==> config.mk <==
export PLATFORM = sky130hd
export DESIGN_NAME = buffer_frame_reader
export DESIGN_NICKNAME = d
export VERILOG_FILES = /design/src/rtl/buffer_frame_reader.sv
export SDC_FILE = /design/constraint.sdc
export NUM_CORES = 1
export LEC_CHECK = 0
export CAP_MARGIN = 25
export CELL_PAD_IN_SITES_DETAIL_PLACEMENT = 0
export CELL_PAD_IN_SITES_GLOBAL_PLACEMENT = 1
export CORE_ASPECT_RATIO = 1.25
export CORE_MARGIN = 4
export CORE_UTILIZATION = 43
export CTS_BUF_LIST = sky130_fd_sc_hd__clkbuf_4 sky130_fd_sc_hd__clkbuf_8
export DETAILED_ROUTE_END_ITERATION = 6
export PLACE_DENSITY = 0.76
export SYNTH_ARGS = -nofsm -noshare
export SYNTH_HDL_FRONTEND = slang
export SYNTH_SLANG_ARGS = --single-unit
==> constraint.sdc <==
create_clock -name clkb -period 1.8 [get_ports clkb]
set_clock_uncertainty 0.05 [all_clocks]
set_input_delay 0.18 -clock clkb [delete_from_list [all_inputs] [get_ports clkb]]
set_output_delay 0.18 -clock clkb [all_outputs]
set_load 0.02 [all_outputs]
==> src/rtl/buffer_frame_reader.sv <==
// Read-side frame walker for the double buffer: issues credit-limited reads,
// realigns the returned words and streams them out with first/last markers.
module buffer_frame_reader #(
  parameter int ADDRESS_DEPTH = 8,
  parameter int BANK_COUNT    = 1,
  parameter int BANDWIDTH     = 8,
  parameter int READ_LATENCY  = 1,
  parameter int OUT_DEPTH     = 4,
  localparam int AW = (ADDRESS_DEPTH > 1) ? $clog2(ADDRESS_DEPTH) : 1,
  localparam int DW = BANDWIDTH * BANK_COUNT
) (
  input  logic                     clkb,
  input  logic                     rst,
  input  logic                     start,
  input  logic                     data_valid,
  output logic [BANK_COUNT*AW-1:0] adb,
  output logic                     clk_data_out,
  input  logic [DW-1:0]            dout_flat,
  output logic [DW-1:0]            m_data,
  output logic                     m_valid,
  input  logic                     m_ready,
  output logic                     m_first,
  output logic                     m_last,
  output logic                     busy,
  output logic                     frame_done
);

  localparam int PW = (OUT_DEPTH > 1) ? $clog2(OUT_DEPTH) : 1;
  localparam int CW = $clog2(OUT_DEPTH + 1);
  localparam int IW = $clog2(READ_LATENCY + 1);

  typedef enum logic [1:0] {
    S_IDLE,
    S_WAIT,
    S_READ,
    S_DRAIN
  } state_t;

  state_t r_state;
  state_t w_next;

  logic [AW-1:0]           r_addr;
  logic [READ_LATENCY-1:0] r_dl_v;
  logic [READ_LATENCY-1:0] r_dl_f;
  logic [READ_LATENCY-1:0] r_dl_l;
  logic [DW+1:0]           r_mem [OUT_DEPTH];
  logic [PW-1:0]           r_wr;
  logic [PW-1:0]           r_rd;
  logic [CW-1:0]           r_count;
  logic                    r_frame_done;

  logic [IW-1:0] w_inflight;
  logic [DW+1:0] w_head;
  logic          w_credit;
  logic          w_issue;
  logic          w_addr_last;
  logic          w_push;
  logic          w_pop;
  logic          w_last_hs;

  always_comb begin
    w_inflight = '0;
    for (int i = 0; i < READ_LATENCY; i++)
      w_inflight = w_inflight + IW'(r_dl_v[i]);
  end

  // Credit uses the pre-edge count: a slot freed this cycle is reusable next cycle
  assign w_credit    = (32'(r_count) + 32'(w_inflight)) < 32'(OUT_DEPTH);
  assign w_addr_last = (r_addr == AW'(ADDRESS_DEPTH - 1));
  assign w_push      = r_dl_v[READ_LATENCY-1];
  assign w_head      = r_mem[r_rd];
  assign m_valid     = (r_count != '0);
  assign w_pop       = m_valid && m_ready;
  assign w_last_hs   = w_pop && w_head[0];

  always_ff @(posedge clkb or posedge rst) begin
    if (rst) r_state <= S_IDLE;
    else     r_state <= w_next;
  end

  always_comb begin
    w_next = r_state;
    unique case (r_state)
      S_IDLE:  if (start)                  w_next = S_WAIT;
      S_WAIT:  if (data_valid)             w_next = S_READ;
      S_READ:  if (w_issue && w_addr_last) w_next = S_DRAIN;
      S_DRAIN: if (w_last_hs)              w_next = S_IDLE;
      default:                             w_next = S_IDLE;
    endcase
  end

  always_comb begin
    busy         = (r_state != S_IDLE);
    w_issue      = (r_state == S_READ) && w_credit;
    clk_data_out = w_issue;
    adb          = w_issue ? {BANK_COUNT{r_addr}} : '0;
  end

  always_ff @(posedge clkb or posedge rst) begin
    if (rst) begin
      r_addr <= '0;
    end else if (r_state == S_WAIT) begin
      r_addr <= '0;
    end else if (w_issue) begin
      r_addr <= w_addr_last ? '0 : r_addr + AW'(1);
    end
  end

  always_ff @(posedge clkb or posedge rst) begin
    if (rst) begin
      r_dl_v <= '0;
      r_dl_f <= '0;
      r_dl_l <= '0;
    end else begin
      r_dl_v[0] <= w_issue;
      r_dl_f[0] <= (r_addr == '0);
      r_dl_l[0] <= w_addr_last;
      for (int i = 1; i < READ_LATENCY; i++) begin
        r_dl_v[i] <= r_dl_v[i-1];
        r_dl_f[i] <= r_dl_f[i-1];
        r_dl_l[i] <= r_dl_l[i-1];
      end
    end
  end

  always_ff @(posedge clkb) begin
    if (w_push)
      r_mem[r_wr] <= {dout_flat, r_dl_f[READ_LATENCY-1], r_dl_l[READ_LATENCY-1]};
  end

  always_ff @(posedge clkb or posedge rst) begin
    if (rst) begin
      r_wr    <= '0;
      r_rd    <= '0;
      r_count <= '0;
    end else begin
      if (w_push)
        r_wr <= (r_wr == PW'(OUT_DEPTH - 1)) ? '0 : r_wr + PW'(1);
      if (w_pop)
        r_rd <= (r_rd == PW'(OUT_DEPTH - 1)) ? '0 : r_rd + PW'(1);
      unique case ({w_push, w_pop})
        2'b10:   r_count <= r_count + CW'(1);
        2'b01:   r_count <= r_count - CW'(1);
        default: r_count <= r_count;
      endcase
    end
  end

  always_ff @(posedge clkb or posedge rst) begin
    if (rst) r_frame_done <= 1'b0;
    else     r_frame_done <= (r_state == S_DRAIN) && w_last_hs;
  end

  assign frame_done = r_frame_done;
  assign m_data     = m_valid ? w_head[DW+1:2] : '0;
  assign m_first    = m_valid && w_head[1];
  assign m_last     = m_valid && w_head[0];

endmodule

Word-level counts from Yosys, hierarchy flattened
Memory sizes are Yosys's and may differ from the RTL's.
Cells that the tools add are included.
{"block": "totals", "reg_bits": 16, "ramBits": 40, "in_bits": 13, "output_inout_bits": 17, "wordCells": 58, "mem_count": 1}
{"name": "r_mem", "words": 4, "width": 10, "rd": 1, "rd_ports_with_merged_regs": 0, "wr": 1, "line_no": "46", "source": "logic [DW+1:0] r_mem [OUT_DEPTH];"}
{"block": "classes", "add_sub_neg": 6, "magnitude_cmp": 1, "n_eq_ne": 12, "muxes": 15, "reduce_logical": 14}
{"operator": "2-bit two-way mux", "count": 6}
{"operator": "3-bit two-way mux", "count": 4}
{"operator": "2-bit equality test, second input constant", "count": 5}
{"operator": "8-bit two-way mux", "count": 1}
{"operator": "2-bit inequality test, second input constant", "count": 4}
{"operator": "2-bit case mux with 4 select lines", "count": 1}
{"operator": "1-bit logical AND", "count": 7}
{"operator": "3-bit by 1-bit adder with 3-bit output, second input constant", "count": 2}
{"operator": "3-bit case mux with 2 select lines", "count": 1}
{"operator": "2-bit nonzero test", "count": 3}
{"operator": "2-bit by 1-bit adder with 2-bit output, second input constant", "count": 2}
{"operator": "3-bit by 1-bit adder with 4-bit output", "count": 1}
{"operator": "2-bit by 1-bit equality test with 1-bit output, second input constant", "count": 2}
{"operator": "4-bit by 3-bit less-than comparator with 1-bit output, second input constant", "count": 1}
{"operator": "4-bit AND reduction", "count": 1}
{"operator": "3-bit equality test, second input constant", "count": 1}
{"operator": "3-bit zero test", "count": 1}
{"operator": "3-bit nonzero test", "count": 1}
{"operator": "3-bit by 1-bit subtractor with 3-bit output, second input constant", "count": 1}
{"operator": "2-bit zero test", "count": 1}
{"operator": "1-bit two-way mux", "count": 2}

Logic depth before layout (Yosys ltp)
Gate-level depths: netlist (run 1).
{"block": "depth", "ltp_word": 6, "ltp_mapped": 9, "depth_no_buf": 9}

Worst setup path before layout (run 1)
OpenSTA, ideal clock, no wires.
{"block": "synth_timing", "kind": "reg2reg", "start": "register r_count[2]", "end": "register r_count[2]", "setup_time_ns": 0.125, "arrival_time_ns": 1.727, "t_required_ns": 1.625, "slack_ns": -0.102, "path_stages_with_launch": 10, "path_buffers": 0, "period_less_slack_ns": 1.902, "cell_sequence": "dfrtp_1 > or3_1 > nand2_1 > inv_1 > ha_1 > inv_1 > fa_1 > xor2_1 > nor2_1 > xor2_1"}
{"block": "synth_via", "elab_chain_len": 4, "word_cells_on_any_way": 8, "classes_between": "add/sub (2); eq/ne (2); mux (1); reduce/logical (3)"}
{"item": "start, declared", "line_no": "49", "source": "logic [CW-1:0] r_count;"}
{"item": "start signal, assigned", "line_no": "142", "source": "2'b10: r_count <= r_count + CW'(1);"}
{"item": "start signal, assigned", "line_no": "143", "source": "2'b01: r_count <= r_count - CW'(1);"}
{"item": "start signal, assigned", "line_no": "144", "source": "default: r_count <= r_count;"}
{"item": "3-bit nonzero test *", "line_no": "72", "source": "assign m_valid = (r_count != '0);"}
{"item": "1-bit logical AND *", "line_no": "73", "source": "assign w_pop = m_valid && m_ready;"}
{"item": "via w_pop", "line_no": "58", "source": "logic w_pop;"}
{"item": "2-bit by 1-bit equality test with 1-bit output or 2-bit equality test (tied branches)", "line_no": "141", "source": "unique case ({w_push, w_pop})"}
{"item": "3-bit case mux with 2 select lines or 2-bit nonzero test (tied branches)"}
The timed path passes the listed nets; every way through them passes the cells marked *.
A chain may end at the register's enable or synchronous reset.

Final worst setup path (run 1)
{"block": "layout_timing", "start": "register r_rd[0]", "end": "output port m_data[3]"}
{"block": "layout_via", "elab_chain_len": 2}
{"item": "start, declared", "line_no": "48", "source": "logic [PW-1:0] r_rd;"}
{"item": "start signal, assigned", "line_no": "140", "source": "r_rd <= (r_rd == PW'(OUT_DEPTH - 1)) ? '0 : r_rd + PW'(1);"}
{"item": "memory read 4 x 10 bit"}
{"item": "8-bit two-way mux", "line_no": "155", "source": "assign m_data = m_valid ? w_head[DW+1:2] : '0;"}
{"item": "end, declared", "line_no": "19", "source": "output logic [DW-1:0] m_data,"}
No other way between the ends.

==> run_results.csv, run 1 <==
group,metric,value,unit
pwr,p_leak,0.00132,uW
timing,slew_viol_final,0,
grt,grt_use_total,14.5,%
synthesis,synth_cells,157,
synthesis,yosysTopAreaCellShare,49.5,%
cells_and_area,area_growth_syn_to_layout,32.6,%
worst_setup_path,r2r_end,"r_count[2]",
floorplan,dieHeight,92.0,um
pwr,total_power,5340,uW
timing,tightest_slew,0.628,ns
drt,drt_first_iter_violations,53,
worst_setup_path,max_stage_delay,0.50,ns
worst_hold_path,min_path_type,"primary input to asynchronous set/reset pin",
synthesis,ys.flop_type,"edfxtp_1",
worst_setup_path,critical_path_class,"flop to output port",
drt,num_vias,1416,
cells_and_area,drive_gt1_share,38.2,%
synthesis,ys_ff_latch,56,
drt,drc_errors,0,
grt,grt_max_degree,18,
status,status,"complete, but fails checks",
floorplan,rows,30,
worst_setup_path,r2r_slack,-0.06,ns
synthesis,synthDistinctLibCells,30,
synthesis,yosysWarnings,0,
cells_and_area,postLayoutCoreUtil,59.1,%
synthesis,ys_top_cells_by_area,"edfxtp_1 (50%), dfrtp_1 (17%), mux4_2 (8.4%)",
grt,grt_pass1_vias,1578,
synthesis,synthesis.nets,184,
clock_tree,cts_root_buffer,"clkbuf_8",
clock_tree,cts_buffers,5,
worst_setup_path,cp.required,1.57,ns
drt,viasPerCell,4.99,
worst_setup_path,setup.worst_path.end_class,"output port",
placed_design,place_area,0.00302,sq mm
synthesis,yosys.area.top_type,"edfxtp_1",
worst_setup_path,rr_startpoint,"r_count[0]",
drt,first_pass_iters,5,
floorplan,chipWidth,75.2,um
drt,drtAntennaViolNets,0,
cells_and_area,num_antenna_cells,0,
timing,slew-limit-headroom,58.1,%
floorplan,start_util,44.6,%
synthesis,synth-edff-count,40,
cells_and_area,num-nets-final,246,
timing,fin_crit,1.87,ns
clock_tree,h-tree-depth,2,
synthesis,synth_common_cells,"edfxtp_1 (40), dfrtp_1 (16), inv_1 (15), and2_1 (13), ha_1 (13)",
placed_design,detailed_place_hpwl,3370,um
grt,grt.overflow.total,0,
clock_tree,tritoncts,"done",
clock_tree,cts_sinks,56,
clock_tree,holdBufCountCts,0,
worst_setup_path,path_cells,"buf_8 > mux4_2 > and2_4 > buf_6",
grt,grt_pass1_wl,7370,um
worst_setup_path,cp_slowest_cell,"mux4_2",
synthesis,async_reset_ff_share,28.6,%
pwr,vdd.ir_drop.worst,0.000759,V
synthesis,synth.cell_area,0.00243,sq mm
drt,wl_per_cell,16.0,um
synthesis,synth_most_common_cell,"edfxtp_1",
cells_and_area,final_area,0.00322,sq mm
floorplan,die_area,0.00692,sq mm
timing,min_period_over_period,104,%
synthesis,avgSynthCellArea,15.5,sq um
drt,wl,4550,um
status,violations,"negative setup slack",
worst_setup_path,critPathMaxFanout,5,
timing,grt_setup_unrepaired,"yes",
timing,setup_viol_count_final,13,
worst_setup_path,reg2reg_depth,9,
floorplan,fp.coreArea,0.00544,sq mm
clock_tree,cts.clk_slew.worst_paths,0.10,ns
worst_setup_path,worstPathArrival,1.64,ns
timing,hold_viol,0,
clock_tree,cts_buffer_depth,2,
synthesis,ys_seq_area_share,66.0,%
grt,antenna_found_initial,0,
pwr,power.density,1660,mW/mm^2
placed_design,place.gp.congestion,0.730,
flow_run,maxCapViolations,0,
worst_setup_path,critPathLaunchType,"flop",
floorplan,num_io_pins,30,
clock_tree,clk_latency,0.31,ns
timing,max_freq,0.534,GHz
timing,layout_setup_ws,-0.0726,ns
placed_design,port_buffers,29,
-- timing repair --
item	4_1_cts	5_1_grt
endpoints found under the setup margin	19	18
buffers inserted	5	1
cloned	1	0
resized for setup	82	22
pin swaps	9	6
-- layout by cell type, fill, tap and decap left out, drive strengths merged, types with 3 or more instances in the layout --
master / count
mux4: 9
clkdlybuf4s50: 13
and2: 13
edfxtp: 40
ha: 13
buf: 43
or3: 3
a21oi: 3
nor2: 4
o21ai: 4
dfrtp: 16
nand2: 12
inv: 15
clkbuf: 6
-- layout make-up --
type / instances / area [sq um]
inverters: 15 / 58.8
well taps: 64 / 80.1
flip-flops and latches: 56 / 1600
clock buffers: 5 / 68.8
clock inverters: 3 / 42.5
repair buffers: 58 / 524
fillers: 405 / 2220
multi-input cells: 83 / 841
-- per-stage QoR --
stage / setup TNS [ns] / std cells / setup slack, ns / hold WS (ns)
CTS: -1.49 / 285 / -0.187 / 0.206
detailed placement: -1.88 / 271 / -0.179 / 0.439
global placement: -1.59 / 271 / -0.148 / 0.420
finish: -0.686 / 284 / -0.0726 / 0.186
floorplan: -0.0162 / 157 / -0.0162 / 0.0437
global route: -1.62 / 284 / -0.145 / 0.255
-- flip-flops by register name, summed over array words and instances (netlist names) --
| name | cells |
|---|---|
| frame_done | 1 |
| r_addr | 3 |
| r_count | 3 |
| r_dl_f | 1 |
| r_dl_l | 1 |
| r_dl_v | 1 |
| r_mem | 40 |
| r_rd | 2 |
| r_state | 2 |
| r_wr | 2 |
-- cell families after synthesis --
group | share of synthesized area (%)
AND/OR/NAND/NOR | 8.87
buffers and inverters | 2.84
AO/OA/AOI/OAI | 3.40
adder cells (fa/ha/maj) | 7.53
multiplexers | 10.3
XOR/XNOR | 1.08
flip-flops | 66.0
-- where the power goes --
part	switching (uW)	internal (uW)
Combinational	1250	1490
Sequential	142	1650
Clock	394	412
Total	1780	3560
-- worst max-delay path: cells and delay by family, from the launching register on --
family	cells	cell delay, ns
buf+inv	2	0.26
flops	1	0.42
mux	1	0.50
simple gates	1	0.15
-- worst max path at each step --
stage	from	to	slack [ns]
floorplan	r_count[1]	r_count[2]	-0.02
global placement	r_rd[0]	m_data[4]	-0.15
detailed placement	r_rd[0]	m_data[3]	-0.18
CTS	r_rd[0]	m_data[4]	-0.19
global route	r_count[0]	r_count[2]	-0.15
finish	r_rd[0]	m_data[3]	-0.07
-- layer usage --
metal,share of wire (%),wire [um],GRT usage [%],vias up
met4,1.7,76,5.25,0
met5,0,0,0,-
met2,56,2530,26.5,22
met3,3.7,167,3.62,6
met1,39,1780,15.8,704
li1,-,-,-,684
No activity file was read; power rests on OpenSTA's default activity.
==> run 2, diff against run 1 <==
--- a/config.mk
+++ b/config.mk
@@ -13,6 +13,7 @@
 export CORE_UTILIZATION = 43
 export CTS_BUF_LIST = sky130_fd_sc_hd__clkbuf_4 sky130_fd_sc_hd__clkbuf_8
 export DETAILED_ROUTE_END_ITERATION = 6
+export GPL_ROUTABILITY_DRIVEN = 0
 export PLACE_DENSITY = 0.76
 export SYNTH_ARGS = -nofsm -noshare
 export SYNTH_HDL_FRONTEND = slang
==> results of run 2 <==
No change in the layout: final DEF, timing and power equal those of run 1.
